--- src/rtl/stream_rr_arbiter.sv ---
// Packet-granular round-robin arbiter sharing one registered output stream.
// Define STREAM_ARB_PRIO0_EN to give source 0 absolute priority at each arbitration.
module stream_rr_arbiter #(
    parameter int DATA_WIDTH = 64,
    parameter int USER_WIDTH = 1,
    parameter int DEST_WIDTH = 2,
    parameter int NUM_SRC    = 4
) (
    input  logic                             aclk,
    input  logic                             aresetn,
    input  logic [NUM_SRC-1:0]               src_t_valid,
    output logic [NUM_SRC-1:0]               src_t_ready,
    input  logic [NUM_SRC*DATA_WIDTH-1:0]    src_t_data,
    input  logic [NUM_SRC*DATA_WIDTH/8-1:0]  src_t_strb,
    input  logic [NUM_SRC*DATA_WIDTH/8-1:0]  src_t_keep,
    input  logic [NUM_SRC-1:0]               src_t_last,
    input  logic [NUM_SRC*USER_WIDTH-1:0]    src_t_user,
    output logic                             dst_t_valid,
    input  logic                             dst_t_ready,
    output logic [DATA_WIDTH-1:0]            dst_t_data,
    output logic [DATA_WIDTH/8-1:0]          dst_t_strb,
    output logic [DATA_WIDTH/8-1:0]          dst_t_keep,
    output logic                             dst_t_last,
    output logic [USER_WIDTH-1:0]            dst_t_user,
    output logic [DEST_WIDTH-1:0]            dst_t_dest,
    output logic [$clog2(NUM_SRC)-1:0]       grant_idx,
    output logic                             busy
);

    localparam int GW = $clog2(NUM_SRC);
    localparam int KW = DATA_WIDTH / 8;

    typedef enum logic {
        S_IDLE,
        S_LOCK
    } state_e;

    state_e                  state_q, state_d;
    logic [GW-1:0]           grant_q, grant_d;
    logic                    valid_q, valid_d;
    logic [DATA_WIDTH-1:0]   data_q, data_d;
    logic [KW-1:0]           strb_q, strb_d;
    logic [KW-1:0]           keep_q, keep_d;
    logic                    last_q, last_d;
    logic [USER_WIDTH-1:0]   user_q, user_d;
    logic [DEST_WIDTH-1:0]   dest_q, dest_d;

    logic [GW-1:0]           ptr;
    logic [GW-1:0]           cand;
    logic [GW-1:0]           pick_idx;
    logic                    pick_found;
    logic                    can_acc;
    logic                    accept;

`ifdef STREAM_ARB_PRIO0_EN
    logic [GW-1:0]           ptr_q, ptr_d;
    assign ptr = ptr_q;
`else
    assign ptr = grant_q;
`endif

    // Scan upward from the pointer with wrap; first valid source wins.
    always_comb begin
        pick_found = 1'b0;
        pick_idx   = '0;
        cand       = '0;
`ifdef STREAM_ARB_PRIO0_EN
        if (src_t_valid[0]) begin
            pick_found = 1'b1;
        end
`endif
        for (int i = 1; i <= NUM_SRC; i++) begin
            cand = GW'((int'(ptr) + i) % NUM_SRC);
`ifdef STREAM_ARB_PRIO0_EN
            if (!pick_found && cand != '0 && src_t_valid[cand]) begin
`else
            if (!pick_found && src_t_valid[cand]) begin
`endif
                pick_found = 1'b1;
                pick_idx   = cand;
            end
        end
    end

    assign can_acc = !valid_q || dst_t_ready;

    always_comb begin
        state_d     = state_q;
        grant_d     = grant_q;
        src_t_ready = '0;
        accept      = 1'b0;
        unique case (state_q)
            S_IDLE: begin
                if (pick_found) begin
                    grant_d = pick_idx;
                    state_d = S_LOCK;
                end
            end
            S_LOCK: begin
                src_t_ready[grant_q] = can_acc;
                accept = can_acc && src_t_valid[grant_q];
                if (accept && src_t_last[grant_q]) begin
                    state_d = S_IDLE;
                end
            end
            default: state_d = S_IDLE;
        endcase
    end

`ifdef STREAM_ARB_PRIO0_EN
    always_comb begin
        ptr_d = ptr_q;
        if (state_q == S_IDLE && pick_found && pick_idx != '0) begin
            ptr_d = pick_idx;
        end
    end
`endif

    // Output slice: drain and reload in the same cycle keeps full rate.
    always_comb begin
        valid_d = valid_q;
        data_d  = data_q;
        strb_d  = strb_q;
        keep_d  = keep_q;
        last_d  = last_q;
        user_d  = user_q;
        dest_d  = dest_q;
        if (accept) begin
            valid_d = 1'b1;
            data_d  = src_t_data[int'(grant_q)*DATA_WIDTH +: DATA_WIDTH];
            strb_d  = src_t_strb[int'(grant_q)*KW +: KW];
            keep_d  = src_t_keep[int'(grant_q)*KW +: KW];
            last_d  = src_t_last[grant_q];
            user_d  = src_t_user[int'(grant_q)*USER_WIDTH +: USER_WIDTH];
            dest_d  = DEST_WIDTH'(grant_q);
        end else if (dst_t_ready) begin
            valid_d = 1'b0;
        end
    end

    always_ff @(posedge aclk or negedge aresetn) begin
        if (!aresetn) begin
            state_q <= S_IDLE;
            grant_q <= GW'(NUM_SRC - 1);
            valid_q <= 1'b0;
            data_q  <= '0;
            strb_q  <= '0;
            keep_q  <= '0;
            last_q  <= 1'b0;
            user_q  <= '0;
            dest_q  <= '0;
        end else begin
            state_q <= state_d;
            grant_q <= grant_d;
            valid_q <= valid_d;
            data_q  <= data_d;
            strb_q  <= strb_d;
            keep_q  <= keep_d;
            last_q  <= last_d;
            user_q  <= user_d;
            dest_q  <= dest_d;
        end
    end

`ifdef STREAM_ARB_PRIO0_EN
    always_ff @(posedge aclk or negedge aresetn) begin
        if (!aresetn) begin
            ptr_q <= GW'(NUM_SRC - 1);
        end else begin
            ptr_q <= ptr_d;
        end
    end
`endif

    assign dst_t_valid = valid_q;
    assign dst_t_data  = data_q;
    assign dst_t_strb  = strb_q;
    assign dst_t_keep  = keep_q;
    assign dst_t_last  = last_q;
    assign dst_t_user  = user_q;
    assign dst_t_dest  = dest_q;
    assign grant_idx   = grant_q;
    assign busy        = (state_q == S_LOCK);

endmodule

--- config.mk ---
export PLATFORM = sky130hd
export DESIGN_NAME = stream_rr_arbiter
export DESIGN_NICKNAME = d
export VERILOG_FILES = /design/src/rtl/stream_rr_arbiter.sv
export SDC_FILE = /design/constraint.sdc
export NUM_CORES = 1
export LEC_CHECK = 0
export ABC_CLOCK_PERIOD_IN_PS = 2890
export CORE_AREA = 2 2 166 168
export CTS_BUF_LIST = sky130_fd_sc_hd__clkbuf_4
export DETAILED_ROUTE_END_ITERATION = 16
export DIE_AREA = 0 0 168 170
export GPL_TIMING_DRIVEN = 1
export SLEW_MARGIN = 20
export SYNTH_ARGS = -nofsm -noshare
export SYNTH_HDL_FRONTEND = slang
export SYNTH_SLANG_ARGS = --single-unit
export TNS_END_PERCENT = 5
--- constraint.sdc ---
create_clock -name aclk -period 2.89 [get_ports aclk]
set_clock_uncertainty 0.15 [all_clocks]
set_input_delay 0.289 -clock aclk [delete_from_list [all_inputs] [get_ports aclk]]
set_output_delay 0.289 -clock aclk [all_outputs]
set_load 0.01 [all_outputs]
### Yosys cells after proc, flatten, opt, wreduce, memory -nomap -nowiden

Cells that the tools add are included.

| storage, ports and cells | value |
|---|---|
| register bits | 88 |
| input port bits | 335 |
| output and inout port bits | 92 |
| logic and storage cells | 67 |

| cells by class | value |
|---|---|
| add/sub/neg operators | 4 |
| $lt $le $gt $ge | 6 |
| shifts and indexed selects | 4 |
| muxes and demuxes | 29 |
| bitwise logic cells | 2 |
| reductions and logical operators | 13 |

Operators by type and width:

| cell | number |
|---|---|
| $shiftx 256x9->64 | 1 |
| $shiftx 32x6->8 | 2 |
| $mux 1 | 16 |
| $lt 2x3->1 const B | 5 |
| $bmux 1 s2 | 6 |
| $mux 2 | 4 |
| $logic_and 1x1->1 | 6 |
| $add 2x1->2 const B | 2 |
| $add 2x2->2 const B | 2 |
| $and 4x4->4 | 1 |
| $logic_not 1->1 | 4 |
| $mux 4 | 1 |
| $shiftx 4x3->1 | 1 |
| $demux 1 s2 | 1 |
| $ge 2x1->1 const B | 1 |
| $pmux 1 s2 | 1 |
| $reduce_and 2->1 | 1 |
| $reduce_bool 2->1 | 1 |
| $logic_or 1x1->1 | 1 |
| $not 1->1 | 1 |

### Logic depth before layout (Yosys ltp)

Gate-level depths: netlist (run 1).

| logic depth | value |
|---|---|
| depth after elaboration | 15 |
| gate-level depth with buffers | 9 |

### Worst setup path before layout (run 1)

No wires, ideal clock.

| path | value |
|---|---|
| path type | flip-flop to flip-flop |
| from | register grant_q[1], in the netlist grant_idx[1] |
| to | register grant_q[1], in the netlist grant_idx[1] |
| setup time | 91 ps |
| arrival time | 2410 ps |
| data required time | 2649 ps |
| path slack | 240 ps |
| stages on the path, launching flop included | 10 |
| buffers on the path | 3 |
| period minus slack after synthesis | 2650 ps |
| path through | dfstp_2 > buf_4 > buf_2 > buf_1 > inv_1 > ha_1 > mux4_2 > nor3_1 > o21ai_0 > o31ai_1 |

| on the way | value |
|---|---|
| longest elaborated chain between the ends | 14 |
| elaborated cells on any way between the ends | 27 |
| those cells by class | 4 x add/sub; 16 x mux; 7 x reduce/logical |

RTL lines:

| item | RTL line | text |
|---|---|---|
| start, declared | 39 | `logic [GW-1:0] grant_q, grant_d;` |
| start signal, assigned | 144 | `grant_q <= GW'(NUM_SRC - 1);` |
| start signal, assigned | 154 | `grant_q <= grant_d;` |
| $add 2x1->2 | 73 | `cand = GW'((int'(ptr) + i) % NUM_SRC);` |
| $bmux 1 s2 | 77 | `if (!pick_found && src_t_valid[cand]) begin` |
| $mux 1 (not written as such) | 77 |  |
| $mux 1 | 77 |  |
| $logic_not 1->1 | 77 |  |
| $logic_and 1x1->1 | 77 |  |
| $mux 1 | 77 |  |
| $logic_not 1->1 | 77 |  |
| $logic_and 1x1->1 | 77 |  |
| $mux 1 | 77 |  |
| $logic_not 1->1 | 77 |  |
| $logic_and 1x1->1 | 77 |  |
| $mux 1 | 77 |  |
| $reduce_and 2->1 (no line) | n/a |  |

Parallel ways exist; a longest one is shown, timed or not. The select of a mux whose other input is x is not followed.
A chain may end at the register's enable or synchronous reset.

### Final worst setup path (run 1)

| path | value |
|---|---|
| from | register grant_q[0], in the netlist grant_idx[0] |
| to | output port src_t_ready[3] |

| on the way | value |
|---|---|
| longest elaborated chain between the ends | 6 |
| elaborated cells on any way between the ends | 7 |
| those cells by class | 2 x order compare; 3 x mux; 1 x bitwise; 1 x reduce/logical |

RTL lines:

| item | RTL line | text |
|---|---|---|
| $lt 2x3->1 (not written as such) or $ge 2x1->1 (tied branches) | 100 | `src_t_ready[grant_q] = can_acc;` |
| $logic_and 1x1->1 (not written as such) | 100 |  |
| $mux 1 (not written as such) | 100 |  |
| $demux 1 s2 (*) | 100 |  |
| $and 4x4->4 (no line) (*) | n/a |  |
| $mux 4 (*) | 92 | `unique case (state_q)` |
| end, declared | 12 | `output logic [NUM_SRC-1:0] src_t_ready,` |

Every way passes the cells marked *; elsewhere a longest branch is shown, timed or not.

==> results of run 1 <==
[cell type report]
| type | instances | area (µm²) | area share |
|---|---|---|---|
| timing repair buffer | 437 | 4440 | 0.427 |
| multi-input combinational | 199 | 3130 | 0.301 |
| clock inverter | 7 | 100 | 0.00963 |
| clock buffer | 9 | 67.6 | 0.00650 |
| sequential | 88 | 2210 | 0.213 |
| tap | 341 | 427 | 0.0410 |
| inverter | 4 | 15.0 | 0.00144 |
[registers in the layout, indices dropped and copies added (netlist names)]
name,flops
busy,1
dst_t_data,64
dst_t_dest,2
dst_t_keep,8
dst_t_last,1
dst_t_strb,8
dst_t_user,1
dst_t_valid,1
grant_idx,2
[cells by family (layout without fill, tap and decap cells)]
| group | Yosys count | count (layout) | synth area share |
|---|---|---|---|
| AOI/OAI and AO/OA | 10 | 10 | 0.0119 |
| DFF | 88 | 88 | 0.396 |
| xor gates and xnor gates | 1 | 1 | 0.00158 |
| adders and majority gates | 4 | 4 | 0.00900 |
| muxes | 171 | 171 | 0.526 |
| and+or+nand+nor | 13 | 13 | 0.0133 |
| buffers and inverters | 34 | 457 | 0.0416 |
[power groups by stage]
stage	logic [µW]	registers [µW]	clock network [µW]
after floorplan	3280	2530	0
after global placement	5880	2340	0
after detailed placement	5900	2360	0
after CTS	6020	2340	908
after global routing	6360	2380	947
final	5930	2300	833
[placed cells by master, fill, tap and decap left out, types with 2 or more instances in the layout]
cell             instances
dfstp_4                  2
mux2_1                  14
inv_1                    4
mux2i_1                  4
mux2_4                  10
mux4_2                  86
inv_6                    4
and3_1                   4
o22ai_1                  2
mux2_2                  57
clkdlybuf4s50_1        425
buf_12                   4
buf_4                    5
clkbuf_4                 9
bufinv_16                2
o21ai_0                  2
dfrtp_1                 86
nor2_1                   2
nand2_1                  2
nor2b_1                  2
ha_1                     4
[layer usage]
layer  routed length [µm]  vias up  GRT usage
met4                  248        0     0.0329
met1                 7470     2350      0.154
li1                     -     2153          -
met2                10500      255      0.250
met3                 1970       14     0.0514
met5                    0        -          0
[stage by stage]
stage	setup WS, ns	total power [µW]
2_1_floorplan	0.240	5810
3_3_place_gp	0.487	8230
3_5_place_dp	0.447	8260
4_1_cts	0.0324	9270
5_1_grt	0.131	9690
6_report	0.270	9060
[worst min path at each step]
stage,slack [ns],to,cells after the start,startpoint
5_1_grt,0.24,dst_t_data[33]$_DFFE_PN0P_,2,aresetn
6_report,0.22,dst_t_data[42]$_DFFE_PN0P_,2,aresetn
3_3_place_gp,0.17,dst_t_data[34]$_DFFE_PN0P_,1,aresetn
4_1_cts,0.18,dst_t_data[42]$_DFFE_PN0P_,2,aresetn
2_1_floorplan,-0.16,busy$_DFF_PN0_,0,aresetn
3_5_place_dp,0.18,dst_t_data[34]$_DFFE_PN0P_,1,aresetn
[repair_timing]
action / CTS / global route
endpoints found under the setup margin: 1 / 1
hold endpoints to repair: 41 / 0
resized for setup: 1 / 0
buffers inserted: 0 / 2
hold buffers: 1 / 0
cloned: 1 / 0
==> impl_results.md, run 1 <==
* Final wirelength at 20,200 µm
* Root Buffer Master: clkbuf_4
* Post-Syn Area at 0.00556 mm²
* Crit. path cell count at 4
* Syn Nets at 660
* Worst Setup End Kind: output pin
* Hold Crit Class: primary input to asynchronous set/reset pin
* Crit path time final at 2.62 ns
* Tcrit/Tclk final at 0.907
* Initial Utilization at 0.209
* Ports at 427
* Layout Cells excl Fill at 1,085
* CP Capture Point: src_t_ready[3]
* Antenna fix cells at 0
* RSZ-0062 raised after global routing: no
* # clock sinks at 88
* Outcome: complete, no violations
* Critical Path RT at 2.45 ns
* Clock Power Share at 0.092
* Layout cells sized above 1 at 0.246
* Largest net degree at the start of global routing at 48
* Critical path's largest stage delay at 0.70 ns
* ANT nets after route at 0
* Asr flop ratio synth at 1.00
* Max-cap violation count at 0
* Max-Slew Margin vs Limit at 0.572
* Pwr Density at 871 mW/mm²
* Vias at 4,772
* Slew Viols, Final at 0
* Seq cells post-synth at 88
* Area growth syn-to-layout at 86.9%
* Yosys warnings at 0
* Sw power at 3080 µW
* WP data arrival at 2.18 ns
* EDFF count, synth at 0
* Core Rows at 60
* Area post-placement at 0.0102 mm²
* Initial DRC Count at 117
* CTS tree: yes
* Mapped Cells at 321
* First-pass GRT wire length at 29,900 µm
* Reg2Reg Launch Point: grant_idx[0]$_DFFE_PN1P_
* Crit path launch type: flop
* Leakage at 0.00394 µW
* Total gr overflow at 0
* Reg power frac at 0.253
* WL/cell at 18.6 µm
* Total track usage at 0.138
* Sequential fraction of the synthesis area at 0.396
* Comb power frac at 0.655
* I/O Buffers at 426
* Clock H-tree levels at 3
* Fin nets at 1,078
* Via count of the first global-routing pass at 5,206
* Core Box Area at 0.0267 mm²
* Clock transition at path regs at 0.16 ns
* Final hold viol count at 0
* Sw frac at 0.340
* Predominant post-synthesis flop cell: dfrtp_1
* Chip height at 170 µm
* Final instance area at 0.0104 mm²
* Reg-to-Reg End: dst_t_data[34]$_DFFE_PN0P_
* Worst-case reg-to-reg path depth at 6
* Largest area contributor in the netlist: dfrtp_1
* Final Util at 0.390
* Syn Area/Cell at 17.3 µm²
* Commonest cells post-synth: 86 x dfrtp_1, 86 x mux4_2, 57 x mux2_2
* # placed instances at 1,065
* DR vias/cell at 4.40
* Post-DP HPWL at 16,200 µm
* Fill cells at 2,570
* Worst IR drop on VDD at 0.510 mV
* Share of Yosys cell area claimed by the top area cell type at 0.387
* Setup violators final at 0
* Internal Power at 5980 µW
* Die width at 168 µm
* Slowest CP cell: dfstp_4
* Hold_ws at 0.218 ns
* CP Max Fanout at 19
* Max Fclk at 382 MHz
* Initial antenna violation count at 0
* Die area at 0.0286 mm²
* Worst setup path start: grant_idx[0]$_DFFE_PN1P_
* CP Class: flop to output pin
* TNS Setup at 0 ns
* TritonCTS buffer count at 9
* Top cells by area, synth: dfrtp_1 39%, mux4_2 35%, mux2_2 12%
* CP cell instances: buf_16, ha_1, and3_1, clkdlybuf4s50_1
* CTS max path bufs at 2
* Unique cell type count in the Yosys netlist at 32
* Reg2Reg Setup Slack at 0.42 ns
* DRC errors left at 0
* Placer Congestion at 0.792
* Pre-antenna DRT Iters at 4
* Cell family with most CP delay: buffers and inverters
* Measured slew at the worst slew-check pin at 0.641 ns
* Worst-Skew Late Latency at 0.45 ns
* WP buf/inv at 2
Power figures use the tool's default switching activity.
==> inputs of run 2 (changes only) <==
CELL_PAD_IN_SITES_DETAIL_PLACEMENT = 1   (was default)
CELL_PAD_IN_SITES_GLOBAL_PLACEMENT = 1   (was default)
GPL_TIMING_DRIVEN = default   (was 1)
PLACE_DENSITY_LB_ADDON = 0.1   (was default)
==> run 2 against run 1 <==
  * Global-route usage increased by 2.0 points
  * Register-to-register slack improved by 0.04 ns
  * Die area unchanged
  * Count of clock-buffer cells in the layout unchanged
  * Non-clock buffer count decreased by 1
==> impl_results.md, run 2 (synthesized netlist as in run 1, its figures left out) <==
* Total track usage at 0.158 (+0.0200)
* Place WS at 0.328 ns (-0.118 ns)
* First-pass GRT wire length at 34,100 µm (+14%)
* Hold_ws at 0.218 ns (-0.000774 ns)
* Max FFs per register at 64 (unchanged)
* ANT nets after route at 0 (unchanged)
* Critical path's largest stage delay at 0.69 ns (about the same)
* Initial antenna violation count at 5 (+5)
* Die area at 0.0286 mm² (unchanged)
* CP Class: flop to output pin
* Core Box Area at 0.0267 mm² (unchanged)
* CP Capture Point: src_t_ready[1]
* Worst setup path start: grant_idx[0]$_DFFE_PN1P_
* Worst-Skew Late Latency at 0.43 ns (-0.02 ns)
* Core Rows at 60 (unchanged)
* Clock H-tree levels at 3 (unchanged)
* Crit path time final at 2.72 ns (+0.0967 ns)
* Reg2Reg Launch Point: grant_idx[1]$_DFFE_PN1P_
* Area growth syn-to-layout at 85.4%
* Final Util at 0.387 (-0.00329)
* Chip height at 170 µm (unchanged)
* RSZ-0062 raised after global routing: no
* Clock transition at path regs at 0.14 ns (-0.02 ns)
* WL/cell at 20.9 µm (+13%)
* Largest net degree at the start of global routing at 56 (+17%)
* Initial DRC Count at 110 (-6.0%)
* Root Buffer Master: clkbuf_4
* Post-DP HPWL at 19,000 µm (+17%)
* Worst-case reg-to-reg path depth at 4 (-2)
* Setup violators final at 0 (unchanged)
* Worst IR drop on VDD at 0.413 mV (-19%)
* Cell family with most CP delay: buffers and inverters
* TritonCTS buffer count at 9 (unchanged)
* Max Fclk at 368 MHz (-3.6%)
* Worst setup margin at 0.173 ns (-0.0967 ns)
* CP cell instances: buf_4, ha_1, and3_1, clkdlybuf4s50_1
* DR vias/cell at 4.52 (+2.7%)
* Slew Viols, Final at 0 (unchanged)
* Vias at 4,899 (+2.7%)
* Reg-to-Reg End: dst_t_data[30]$_DFFE_PN0P_
* Hold Crit Class: primary input to asynchronous set/reset pin
* Reg2Reg Setup Slack at 0.46 ns (+0.04 ns)
* CTS max path bufs at 2 (unchanged)
* I/O Buffers at 426 (unchanged)
* Max-Slew Margin vs Limit at 0.608 (+0.0354)
* Crit. path cell count at 4 (unchanged)
* Slowest CP cell: dfstp_4
* TNS Setup at 0 ns (unchanged)
* DRC errors left at 0 (unchanged)
* # clock sinks at 88 (unchanged)
* Post-CTS Setup Inserts at 0 (unchanged)
* CTS tree: yes
* WP buf/inv at 2 (unchanged)
* CP Max Fanout at 12 (-7)
* Commonest cells after routing, fill and taps aside: 425 x clkdlybuf4s50_1, 86 x mux4_2, 86 x dfrtp_1, 57 x mux2_2, 14 x mux2_1
* Pwr Density at 865 mW/mm² (-0.71%)
* Layout cells sized above 1 at 0.240 (-0.00575)
* Die width at 168 µm (unchanged)
* Measured slew at the worst slew-check pin at 0.588 ns (-0.0530 ns)
* Pre-antenna DRT Iters at 4 (unchanged)
* Worst Setup End Kind: output pin
* Fill cells at 2,809 (+9.3%)
* Via count of the first global-routing pass at 5,702 (+9.5%)
* Final hold viol count at 0 (unchanged)
* Fin nets at 1,077 (-0.093%)
* Most common cell after layout, fill and taps aside: clkdlybuf4s50_1
* Placer Congestion at 0.813 (+2.6%)
* Final wirelength at 22,700 µm (+13%)
* Critical Path RT at 2.45 ns (about the same)
* Tcrit/Tclk final at 0.940 (+0.0335)
* WP data arrival at 2.28 ns (+0.10 ns)
* Initial Utilization at 0.209 (unchanged)
* Crit path launch type: flop
* Outcome: complete, no violations
* Leakage at 0.00388 µW (-1.4%)
* Ports at 427 (unchanged)
* Total gr overflow at 0 (unchanged)
* Max-cap violation count at 0 (unchanged)
[run 2: repair_timing]
item | 4_1_cts | 5_1_grt
setup endpoints to repair | 2 | 1
endpoints found under the hold margin | 41 | 0
gates resized for setup | 1 | 1
hold buffers | 1 | 0
[run 2: how the worst min path moves through the flow]
stage | slack (ns) | depth (start not counted) | start | endpoint
CTS | 0.20 | 2 | aresetn | dst_t_data[56]$_DFFE_PN0P_
floorplan | -0.16 | 0 | aresetn | busy$_DFF_PN0_
finish | 0.22 | 2 | aresetn | dst_t_data[56]$_DFFE_PN0P_
global route | 0.25 | 2 | aresetn | dst_t_data[56]$_DFFE_PN0P_
global placement | 0.17 | 1 | aresetn | dst_t_data[56]$_DFFE_PN0P_
detailed placement | 0.18 | 1 | aresetn | dst_t_data[56]$_DFFE_PN0P_
[run 2: final cells by class]
cell class	count	area [µm²]	share of cell area
Multi-Input combinational cell	199	3130	0.304
Tap cell	341	427	0.0414
Inverter	4	15.0	0.00146
Timing Repair Buffer	436	4400	0.427
Clock inverter	5	50.0	0.00485
Antenna cell	3	7.51	0.000728
Clock buffer	9	67.6	0.00655
Sequential cell	88	2210	0.215
[run 2: through the flow]
stage	total power, µW	instance area, µm²	instances
2_1_floorplan	5810	5560	321
6_report	8920	10300	1085
3_3_place_gp	8300	10200	1067
4_1_cts	9160	10300	1082
5_1_grt	9610	10300	1084
3_5_place_dp	8430	10200	1067
[run 2: report_power, final]
part           leakage (µW)  switching, µW  internal, µW
registers           0.00103            374          1910
clock network     0.0000628            425           248
logic               0.00279           2340          3620
[run 2: metal layers]
layer	global-route usage	wire length, µm	part of all wire	vias up
met4	0.0541	550	0.024	4
li1	-	-	-	2142
met3	0.0563	2270	0.10	31
met1	0.166	7800	0.34	2444
met2	0.294	12100	0.53	278
met5	0	26	0.0011	-
==> RTL edit 1 (flow settings as in run 1) <==
Change the parameter `DATA_WIDTH` from 64 to 32.
--- a/src/rtl/stream_rr_arbiter.sv
+++ b/src/rtl/stream_rr_arbiter.sv
@@ -1,7 +1,7 @@
 // Packet-granular round-robin arbiter sharing one registered output stream.
 // Define STREAM_ARB_PRIO0_EN to give source 0 absolute priority at each arbitration.
 module stream_rr_arbiter #(
-    parameter int DATA_WIDTH = 64,
+    parameter int DATA_WIDTH = 32,
     parameter int USER_WIDTH = 1,
     parameter int DEST_WIDTH = 2,
     parameter int NUM_SRC    = 4
Interface: changed (6 resized); port bits go from 427 to 227. The function was not compared with the original's and may differ.
==> RTL edit 1 against run 1 <==
Critical endpoint unchanged. Combinational power fell by 44%. Largest power group unchanged. Sequential share of layout area fell by 1.0 points. Sequential cell count fell by 40. Total power fell by 45%. Sequential power fell by 45%. Maximum frequency fell by 1.5%. Synthesized area fell by 43%. Cell area fell by 43%. Hold slack improved by 0.048 ns. Non-clock buffer count fell by 203. Largest cell class unchanged. Clock power fell by 59%. Wire length fell by 44%. Setup slack got worse by 0.041 ns. Via count fell by 43%.
==> RTL edit 1: results <==
[status]
status = finished, final reports clean

[clocking]
cts_buffers = 5
htreeDepth = 2
insertion_delay_ns = 0.38

[pwr]
vdd_drop_max_mv = 0.3435
p_sw_mw = 1.734

[placement]
hpwl_mm = 9.285
preCtsSetupSlack_ns = 0.4075

[global_routing]
grt_pass1_wl_mm = 16.91
grt_use_met3_pct = 2.465
grt_use_met2_pct = 14.09
track_usage_pct = 7.789
grt_pass1_vias = 2938

[worst_setup_path]
setup.worst_path.start = grant_idx[1]
crit_arrival_ns = 2.22
crit_path_max_fanout = 25
ff2ff_path_depth = 5
r2r_setup_slack_ns = 0.60

[routing]
first_iter_violations = 66
wire_per_inst_um = 14.88
wirelength_mm = 11.34

[timing]
max_slew_margin_pct = 61.21

[synthesis]
synth_nets = 376
synth.distinct_cells = 30
synth.area.top_cells = dfrtp_1 (36%), mux4_2 (32%), mux2_4 (12%)
synthTopCellsByCount = dfrtp_1 (46), mux4_2 (46), mux2_4 (25)
syn_avg_cell_area_um2 = 16.20
yosysSeqAreaShare_pct = 37.71

[final_layout]
largest_reg_flops = 32
-- RTL edit 1: cell count changes in the layout (fill, tap and decap cells not counted), sizes merged, moves of 3 or more --
cell           delta
clkbuf            -4
clkdlybuf4s50   -200
dfrtp            -40
inv               -3
mux2             -40
mux4             -40
-- RTL edit 1: area by class of cell --
cell class	instances	area (um^2)
clock buffers	5	37.54
clock inverters	3	18.77
fillers	2839	20700
inverters	5	18.77
multi-input cells	126	1874
flip-flops and latches	48	1207
well taps	341	426.7
repair buffers	234	2370
-- RTL edit 1: cell families (layout without fill, tap and decap cells) --
| family | count (synthesis) | count (layout) | share of synthesized area (%) |
|---|---|---|---|
| multiplexers | 90 | 90 | 50.80 |
| AND/OR/NAND/NOR | 19 | 19 | 3.214 |
| buffers and inverters | 23 | 247 | 3.959 |
| AO/OA/AOI/OAI | 13 | 13 | 2.744 |
| adder cells (fa/ha/maj) | 4 | 4 | 1.568 |
| flip-flops | 48 | 48 | 37.71 |
-- RTL edit 1: critical path, stage by stage (launching register included) --
cell and delay (ns):
dfstp_2 0.60, buf_4 0.35, ha_1 0.21, and3_1 0.14
clkdlybuf4s50_1 0.53
-- RTL edit 1: metal layers --
| metal | share of wire, % | routed length [um] | vias to the layer above |
|---|---|---|---|
| met5 | 0 | 0 | - |
| met4 | 1.3 | 147 | 0 |
| met3 | 7.7 | 872 | 12 |
| met2 | 52 | 5869 | 129 |
| met1 | 39 | 4450 | 1342 |
| li1 | - | - | 1238 |
-- RTL edit 1: power groups by stage --
stage | sequential (mW) | combinational [mW] | clock (mW)
final | 1.26 | 3.35 | 0.342
after global routing | 1.32 | 3.59 | 0.403
after CTS | 1.27 | 3.43 | 0.387
after detailed placement | 1.29 | 3.42 | 0
after global placement | 1.29 | 3.39 | 0
after floorplan | 1.39 | 1.84 | 0
==> RTL edit 2 (flow settings as in run 1) <==
Without the edit above. `data_q` no longer has a reset.
--- a/src/rtl/stream_rr_arbiter.sv
+++ b/src/rtl/stream_rr_arbiter.sv
@@ -143,7 +143,6 @@
             state_q <= S_IDLE;
             grant_q <= GW'(NUM_SRC - 1);
             valid_q <= 1'b0;
-            data_q  <= '0;
             strb_q  <= '0;
             keep_q  <= '0;
             last_q  <= 1'b0;
@@ -153,13 +152,16 @@
             state_q <= state_d;
             grant_q <= grant_d;
             valid_q <= valid_d;
-            data_q  <= data_d;
             strb_q  <= strb_d;
             keep_q  <= keep_d;
             last_q  <= last_d;
             user_q  <= user_d;
             dest_q  <= dest_d;
         end
+    end
+
+    always_ff @(posedge aclk) begin
+        data_q <= data_d;
     end
 
 `ifdef STREAM_ARB_PRIO0_EN
Behaviour: differs if aresetn is asserted again (counterexample within 4 cycles, from zero or initial values and one cycle with aresetn low); with aresetn held inactive, the same outputs for 4 cycles.
==> RTL edit 2 against run 1 <==
Global-route usage is 0.46 points higher. Clock power about the same. Cell area decreased by 4.4%. Wire length grew 4.3%. Via count is 8.3% lower. Sequential cell count unchanged. Setup slack worse by 0.11 ns. Critical path depth is 2 lower. Total power decreased by 9.4%. Synthesized area is 8.8% lower. Critical path type unchanged.
==> RTL edit 2: results <==
[status]
status = finished, final reports clean

[pwr]
vdd_drop_max_mv = 0.4243
intPower_mw = 5.450
p_clk_uw = 832
cellLeakagePower_nw = 3.473
power_frac_comb_pct = 59.0

[timing]
tightest_slew_ns = 0.4931

[synthesis]
ys.flop_type = edfxtp_1
ys_async_sr_fraction_pct = 27.27
yosysSeqAreaShare_pct = 49.80
yosysTopAreaCellShare_pct = 38.20
synth.distinct_cells = 33
synth.area.top_cells = mux4_2 (38%), edfxtp_1 (38%), dfrtp_1 (11%)
synth_enable_flop_cells = 64
synthTopCellsByCount = mux4_2 (86), edfxtp_1 (64), dfrtp_1 (22)
synth_nets = 588
syn_inst = 249

[worst_setup_path]
slowest_delay_ns = 0.81
r2r_end = dst_t_strb[0]
crit_path_max_fanout = 38
crit_arrival_ns = 2.29
ff2ff_path_depth = 4

[placement]
preCtsSetupSlack_ns = 0.4043
place.gp.congestion = 0.7854
place_area_um2 = 9731
hpwl_mm = 17.41

[final_layout]
drive_gt1_share_pct = 18.25
fill_cells = 2542
final_nets = 1020

[routing]
wire_per_inst_um = 20.49
route.met2.wl_mm = 10.78
wl_met3_mm = 1.739
met1_length_mm = 8.199
first_iter_violations = 223

[worst_hold_path]
hold_path.class = flip-flop to flip-flop

[global_routing]
grt_max_degree = 39
track_usage_pct = 14.28
grt_pass1_vias = 4723
grt_pass1_wl_mm = 29.97
## RTL edit 2: routing by layer
| layer | vias to the layer above | GRT usage, % |
|---|---|---|
| met3 | 17 | 4.465 |
| met1 | 2162 | 16.66 |
| met4 | 0 | 3.743 |
| met2 | 234 | 25.44 |
| met5 | - | 0 |
| li1 | 1961 | - |
## RTL edit 2: kinds of logic (layout without fill, tap and decap cells)
family                     Yosys count  after routing  synth area share [%]
adders and majority gates            4              4                0.9872
DFF                                 88             88                 49.80
muxes                              105            105                 42.37
AOI/OAI and AO/OA                   11             11                 1.752
buffers and inverters               26            462                 3.233
xor gates and xnor gates             1              1                0.1728
and+or+nand+nor                     14             14                 1.678
## RTL edit 2: worst min path at each step
stage                          startpoint              to  slack (ns)  cells past startpoint
after floorplan                   aresetn            busy       -0.16                      0
after global placement         dst_t_last      dst_t_last        0.31                      1
after detailed placement    dst_t_dest[0]   dst_t_dest[0]        0.33                      2
after CTS                 src_t_data[134]   dst_t_data[6]        0.36                      2
after global routing       src_t_data[49]  dst_t_data[49]        0.38                      2
final                       dst_t_strb[4]   dst_t_strb[4]        0.36                      1
## RTL edit 2: cell type report
cell class              count  area (um^2)  share of cell area [%]
repair buffers            444         4431                   44.56
flip-flops and latches     88         2532                   25.47
multi-input cells         135         2381                   23.95
well taps                 341        426.7                   4.291
clock inverters             6        92.59                  0.9313
clock buffers               9        67.56                  0.6796
inverters                   3        11.26                  0.1133
## RTL edit 2: timing repair
action | in CTS | in global routing
resized for setup | 1 | 0
hold endpoints to repair | 22 | 0
buffers inserted | 0 | 5
hold buffers | 1 | 0
endpoints found under the setup margin | 1 | 2
## RTL edit 2: worst max-delay path, delay by kind of cell (launching register included)
kind	cells	cell delay, ns
flip-flops	1	0.81
buffers and inverters	2	1.00
